### src/rtl/alu.sv
// 16-bit datapath ALU: logic, add/sub, compare, immediate and shift ops.
// Result and {Z,C,F,N,L} flags are registered every clock.
module alu (
  input  logic        clk,
  input  logic        reset,
  input  logic [15:0] A,
  input  logic [15:0] B,
  input  logic [7:0]  Opcode,
  input  logic        Cin,
  output logic [15:0] C,
  output logic [4:0]  Flags
);

  localparam logic [3:0] CLS_REG   = 4'h0;
  localparam logic [3:0] CLS_ADDI  = 4'h5;
  localparam logic [3:0] CLS_ADDUI = 4'h6;
  localparam logic [3:0] CLS_ADDCI = 4'h7;
  localparam logic [3:0] CLS_SHIFT = 4'h8;
  localparam logic [3:0] CLS_SUBI  = 4'h9;
  localparam logic [3:0] CLS_CMPI  = 4'hB;

  localparam logic [3:0] OP_AND   = 4'h1;
  localparam logic [3:0] OP_OR    = 4'h2;
  localparam logic [3:0] OP_XOR   = 4'h3;
  localparam logic [3:0] OP_NOT   = 4'h4;
  localparam logic [3:0] OP_ADD   = 4'h5;
  localparam logic [3:0] OP_ADDU  = 4'h6;
  localparam logic [3:0] OP_ADDC  = 4'h7;
  localparam logic [3:0] OP_ADDCU = 4'h8;
  localparam logic [3:0] OP_SUB   = 4'h9;
  localparam logic [3:0] OP_CMP   = 4'hB;
  localparam logic [3:0] OP_CMPU  = 4'hF;

  localparam logic [3:0] SH_LSHI0 = 4'h0;
  localparam logic [3:0] SH_LSHI1 = 4'h1;
  localparam logic [3:0] SH_LSH   = 4'h4;

  function automatic logic [16:0] add17(input logic [15:0] a, input logic [15:0] b,
                                        input logic ci);
    return {1'b0, a} + {1'b0, b} + {16'h0000, ci};
  endfunction

  function automatic logic add_ovf(input logic [15:0] a, input logic [15:0] b,
                                   input logic [15:0] r);
    return (a[15] == b[15]) && (r[15] != a[15]);
  endfunction

  function automatic logic sub_ovf(input logic [15:0] a, input logic [15:0] b,
                                   input logic [15:0] r);
    return (a[15] != b[15]) && (r[15] != a[15]);
  endfunction

  logic [15:0] imm_sext_s;
  logic [15:0] imm_zext_s;
  logic [16:0] sum_s;
  logic [15:0] res_s;
  logic        z_from_res_s;
  logic        z_cmp_s;
  logic        z_s;
  logic        carry_s;
  logic        ovf_s;
  logic        neg_s;
  logic        low_s;

  // Decode opcode and compute next result and flags.
  always_comb begin
    imm_sext_s   = {{8{Opcode[3]}}, Opcode[3:0], B[3:0]};
    imm_zext_s   = {8'h00, Opcode[3:0], B[3:0]};
    sum_s        = 17'h0_0000;
    res_s        = 16'h0000;
    z_from_res_s = 1'b0;
    z_cmp_s      = 1'b0;
    carry_s      = 1'b0;
    ovf_s        = 1'b0;
    neg_s        = 1'b0;
    low_s        = 1'b0;

    case (Opcode[7:4])
      CLS_REG: begin
        case (Opcode[3:0])
          OP_AND: begin res_s = A & B; z_from_res_s = 1'b1; end
          OP_OR:  begin res_s = A | B; z_from_res_s = 1'b1; end
          OP_XOR: begin res_s = A ^ B; z_from_res_s = 1'b1; end
          OP_NOT: begin res_s = ~A;    z_from_res_s = 1'b1; end
          OP_ADD: begin
            sum_s = add17(A, B, 1'b0); res_s = sum_s[15:0];
            z_from_res_s = 1'b1; ovf_s = add_ovf(A, B, sum_s[15:0]);
          end
          OP_ADDU: begin
            sum_s = add17(A, B, 1'b0); res_s = sum_s[15:0];
            z_from_res_s = 1'b1; carry_s = sum_s[16];
          end
          OP_ADDC: begin
            sum_s = add17(A, B, Cin); res_s = sum_s[15:0];
            z_from_res_s = 1'b1; carry_s = sum_s[16];
            ovf_s = add_ovf(A, B, sum_s[15:0]);
          end
          OP_ADDCU: begin
            sum_s = add17(A, B, Cin); res_s = sum_s[15:0];
            z_from_res_s = 1'b1; carry_s = sum_s[16];
          end
          OP_SUB: begin
            res_s = A - B; z_from_res_s = 1'b1; ovf_s = sub_ovf(A, B, A - B);
          end
          OP_CMP: begin
            z_cmp_s = (A == B); neg_s = ($signed(A) < $signed(B)); low_s = neg_s;
          end
          OP_CMPU: begin
            z_cmp_s = (A == B); low_s = (A < B);
          end
          default: res_s = 16'h0000;
        endcase
      end
      CLS_ADDI: begin
        sum_s = add17(A, imm_sext_s, 1'b0); res_s = sum_s[15:0];
        z_from_res_s = 1'b1; ovf_s = add_ovf(A, imm_sext_s, sum_s[15:0]);
      end
      CLS_ADDUI: begin
        sum_s = add17(A, imm_zext_s, 1'b0); res_s = sum_s[15:0];
        z_from_res_s = 1'b1; carry_s = sum_s[16];
      end
      CLS_ADDCI: begin
        sum_s = add17(A, imm_sext_s, Cin); res_s = sum_s[15:0];
        z_from_res_s = 1'b1; carry_s = sum_s[16];
        ovf_s = add_ovf(A, imm_sext_s, sum_s[15:0]);
      end
      CLS_SUBI: begin
        res_s = A - imm_sext_s; z_from_res_s = 1'b1;
        ovf_s = sub_ovf(A, imm_sext_s, A - imm_sext_s);
      end
      CLS_CMPI: begin
        z_cmp_s = (A == imm_sext_s);
        neg_s   = ($signed(A) < $signed(imm_sext_s)); low_s = neg_s;
      end
      CLS_SHIFT: begin
        case (Opcode[3:0])
          // Full 16-bit shift amount: anything past bit 15 clears the result.
          SH_LSHI0, SH_LSHI1: begin
            res_s = (B >= 16'd16) ? 16'h0000 : (A << B[3:0]);
            z_from_res_s = 1'b1;
          end
          SH_LSH: begin res_s = {A[14:0], 1'b0}; z_from_res_s = 1'b1; end
          default: res_s = 16'h0000;
        endcase
      end
      default: res_s = 16'h0000;
    endcase

    // Compares report operand equality; reserved ops leave Z clear.
    z_s = z_from_res_s ? (res_s == 16'h0000) : z_cmp_s;
  end

  // Output registers with synchronous reset.
  always_ff @(posedge clk) begin
    if (reset) begin
      C     <= 16'h0000;
      Flags <= 5'b00000;
    end else begin
      C     <= res_s;
      Flags <= {z_s, carry_s, ovf_s, neg_s, low_s};
    end
  end

endmodule

### config.mk
export PLATFORM = sky130hd
export DESIGN_NAME = alu
export DESIGN_NICKNAME = d
export VERILOG_FILES = /design/src/rtl/alu.sv
export SDC_FILE = /design/constraint.sdc
export NUM_CORES = 1
export LEC_CHECK = 0
export BUFFER_PORTS_ARGS = -buffer_cell sky130_fd_sc_hd__buf_2
export CORE_ASPECT_RATIO = 0.8
export CORE_MARGIN = 1.5
export CORE_UTILIZATION = 45
export DETAILED_ROUTE_END_ITERATION = 12
export PLACE_DENSITY = 0.62
export SYNTH_ARGS = -nofsm -noshare
export SYNTH_HDL_FRONTEND = slang
export SYNTH_SLANG_ARGS = --single-unit
### constraint.sdc
create_clock -name clk -period 4.72 [get_ports clk]
set_input_delay 0.944 -clock clk [delete_from_list [all_inputs] [get_ports clk]]
set_output_delay 0.944 -clock clk [all_outputs]
set_load 0.05 [all_outputs]
==> summary.md <==
| Metric | Value |
|---|---|
| Share of cells above drive strength 1 | 20.1% |
| Cell with the most instances after synthesis | nand2_1 |
| Critical Path End Type | register |
| Final Max Tran Viols | 0 |
| Fin Setup TNS | 0 ns |
| Vias in the first global route | 8174 |
| Area leader, netlist | ha_1 |
| Largest net degree at the start of global routing | 24 |
| Die Span X | about 150 um |
| Worst setup slack after placement | 0.0942 ns |
| P per Cell Area | around 170 nW/um2 |
| Post-cts sizing count | 0 |
| CP max-delay cell | ha_1 |
| Synth area leaders | ha_1, xnor2_1, dfxtp_1 |
| Netlist cell types | 95 |
| Largest fanout on the critical path | 14 |
| I/O Pins | between 60 and 70 |
| Final setup fails | 0 |
| Flops & latches, synth | 21 |
| Num CTS Buffers | 3 |
| Root Buffer | clkbuf_16 |
| Clock-pin slew on the worst setup and hold paths | 0.06 ns |
| Hold Buf Count CTS | 0 |
| Net Count, Synth | 1175 |
| Core Area | 16400 um2 |
| DRC | 0 |
| Hold Path End | Flags[3] |
| GRT Total Usage | 38.2% |
| PortBufs | 63 |
| WL final | 34.1 mm |
| Commonest cells in the netlist | nand2_1, ha_1, nor2_1 |
| H-tree depth | 1 |
| Setup CP Type | input port to register |
| Min-delay src | Opcode[7] |
| DR vias/cell | around 6.8 |
| Post-synthesis sequential area ratio | 5.60% |
| Final Net Count | 1274 |
| Peak supply drop | 0.107 mV |
| Filler cells | 1660 |
| Max-slew headroom | 12.2% |
| Worst EP required | 4.92 ns |
| Synth Area per Inst | between 7 and 8 um2 |
| Clk sinks | 21 |
| Max-cap violations | 0 |
| Status | completed |
| EDFF count, synth | 0 |
| Antenna-violating nets left | 0 |
| Post-DP HPWL | 27.6 mm |
| WL/cell | 24.9 um |
| Global route overflow | 0 |
| Initial antenna violation count | 1 |
| Area Overhead vs Synth | 15.3% |
| Die H | roughly 120 um |
| Critical path cell sequence | buf_2 > inv_1 > ha_1 > inv_1 > a211oi_1 > a21o_1 > a41oi_1 > o21ai_0 > o21ai_0 > nor4b_1 > and4_1 > nand4_1 > nor3_1 > a21o_1 |
| Period utilization | between 90% and 100% |
| HP Class | input port to register |
| FP Rows | 42 |
| Via count | between 9000 and 10000 |
| DRT iter0 DRCs | around 1500 |
| Yosys warns | 0 |
| Final worst slack | 0.255 ns |
| Starting Density | 45.6% |
| Hold Path Stages | 2 |
| # diodes | 0 |
| Startpoint types | input port |
| Setup Buffers After CTS | 0 |
| Async set-reset flop share out of synthesis | 0% |
| Least-Margin Pin Slew | 1.31 ns |
| CTS tree | built |
| Cells after Synth | 1054 |
| Top cell type's share of synthesized area | 12.7% |
| CP max stage delay | between 0.6 and 0.7 ns |
| Post-Syn Area | 7500 um2 |
| Crit path DAT | 4.67 ns |
| Gpl congestion | 1.07 |
| Peak Freq | 224 MHz |
| Global-route wire length before repair | 50.9 mm |
| Fin crit period | 4.46 ns |
| Top_reg_cell synth | dfxtp_1 |
| Hold Vio Cnt, Final | 0 |
| Leakage | 3.58 nW |
| TritonRoute pass-1 iters | 6 |
| Die ar. | 17500 um2 |
| CTS Buffer Depth | 2 |
| RSZ-0062 raised after global routing | no |
## worst max path at each step
| stage | from | endpoint | slack, ns | depth (start not counted) |
|---|---|---|---|---|
| 2_1_floorplan | B[1] | Flags[3] | 0.03 | 15 |
| 3_3_place_gp | A[0] | Flags[3] | 0.20 | 15 |
| 3_5_place_dp | A[0] | Flags[3] | 0.09 | 15 |
| 4_1_cts | A[0] | Flags[3] | 0.33 | 15 |
| 5_1_grt | A[0] | Flags[3] | 0.04 | 15 |
| 6_report | A[5] | Flags[4] | 0.26 | 14 |
## worst max-delay path: cells and delay by family
family | cells | cell delay (ns)
AOI/OAI and AO/OA | 6 | 1.28
buffers and inverters | 3 | 0.55
and+or+nand+nor | 4 | 1.24
adders and majority gates | 1 | 0.64
## stage by stage
stage	std cells	cell area [um2]	total power, W	utilization (%)	hold slack, ns
detailed placement	1368	8570	0.00127	52.1	1.28
floorplan	1054	7500	0.000901	-	1.02
finish	1372	8650	0.00149	52.6	1.03
global route	1372	8650	0.00156	52.6	1.04
global placement	1368	8570	0.00127	52.1	1.28
CTS	1372	8650	0.00145	52.6	1.01
## per-layer routing
metal	vias to the layer above	GRT usage (%)	part of all wire, %
met5	-	0	0
met4	0	10.5	3.8
met3	114	11.0	15
met2	711	54.5	39
met1	4351	55.1	42
li1	4201	-	-
## cells in the final DEF, fill, tap and decap left out, types with 19 or more instances in the layout
| cell type | netlist | final |
|---|---|---|
| xnor2_1 | 53 | 53 |
| inv_1 | 64 | 64 |
| nor3_1 | 33 | 33 |
| buf_4 | 1 | 98 |
| ha_1 | 76 | 76 |
| nand3_1 | 32 | 32 |
| nor2b_1 | 26 | 26 |
| buf_2 | 13 | 63 |
| nor4_1 | 19 | 19 |
| dfxtp_1 | 21 | 21 |
| nand2_1 | 85 | 85 |
| nor2_1 | 73 | 73 |
| a21oi_1 | 65 | 65 |
| o21ai_0 | 45 | 45 |
| o211ai_1 | 19 | 19 |
## cells by family (layout without fill, tap and decap cells)
kind of cell / after synthesis / in the layout / synth area share, %
xor gates and xnor gates: 64 / 64 / 7.57
DFF: 21 / 21 / 5.60
buffers and inverters: 134 / 232 / 6.99
and+or+nand+nor: 391 / 391 / 27.8
AOI/OAI and AO/OA: 337 / 337 / 32.8
muxes: 29 / 29 / 5.97
adders and majority gates: 78 / 78 / 13.2
## sequential cells by signal (all words and copies together), names as in the netlist
name and count:
C 16, Flags 5
## area by class of cell
cell class | count | area, um2 | share of cell area [%]
clock buffers | 3 | 75.1 | 0.868
clock inverters | 1 | 5.00 | 0.0579
inverters | 67 | 251 | 2.91
multi-input cells | 899 | 6570 | 76.0
flip-flops and latches | 21 | 420 | 4.86
well taps | 220 | 275 | 3.18
repair buffers | 161 | 1050 | 12.2
## power by group
| part | leakage (nW) | switching [W] | internal, W |
|---|---|---|---|
| logic | 3.36 | 0.000707 | 0.000416 |
| registers | 0.171 | 0.00000198 | 0.000187 |
| clock network | 0.0409 | 0.0000628 | 0.000114 |
Power figures use the tool's default switching activity.
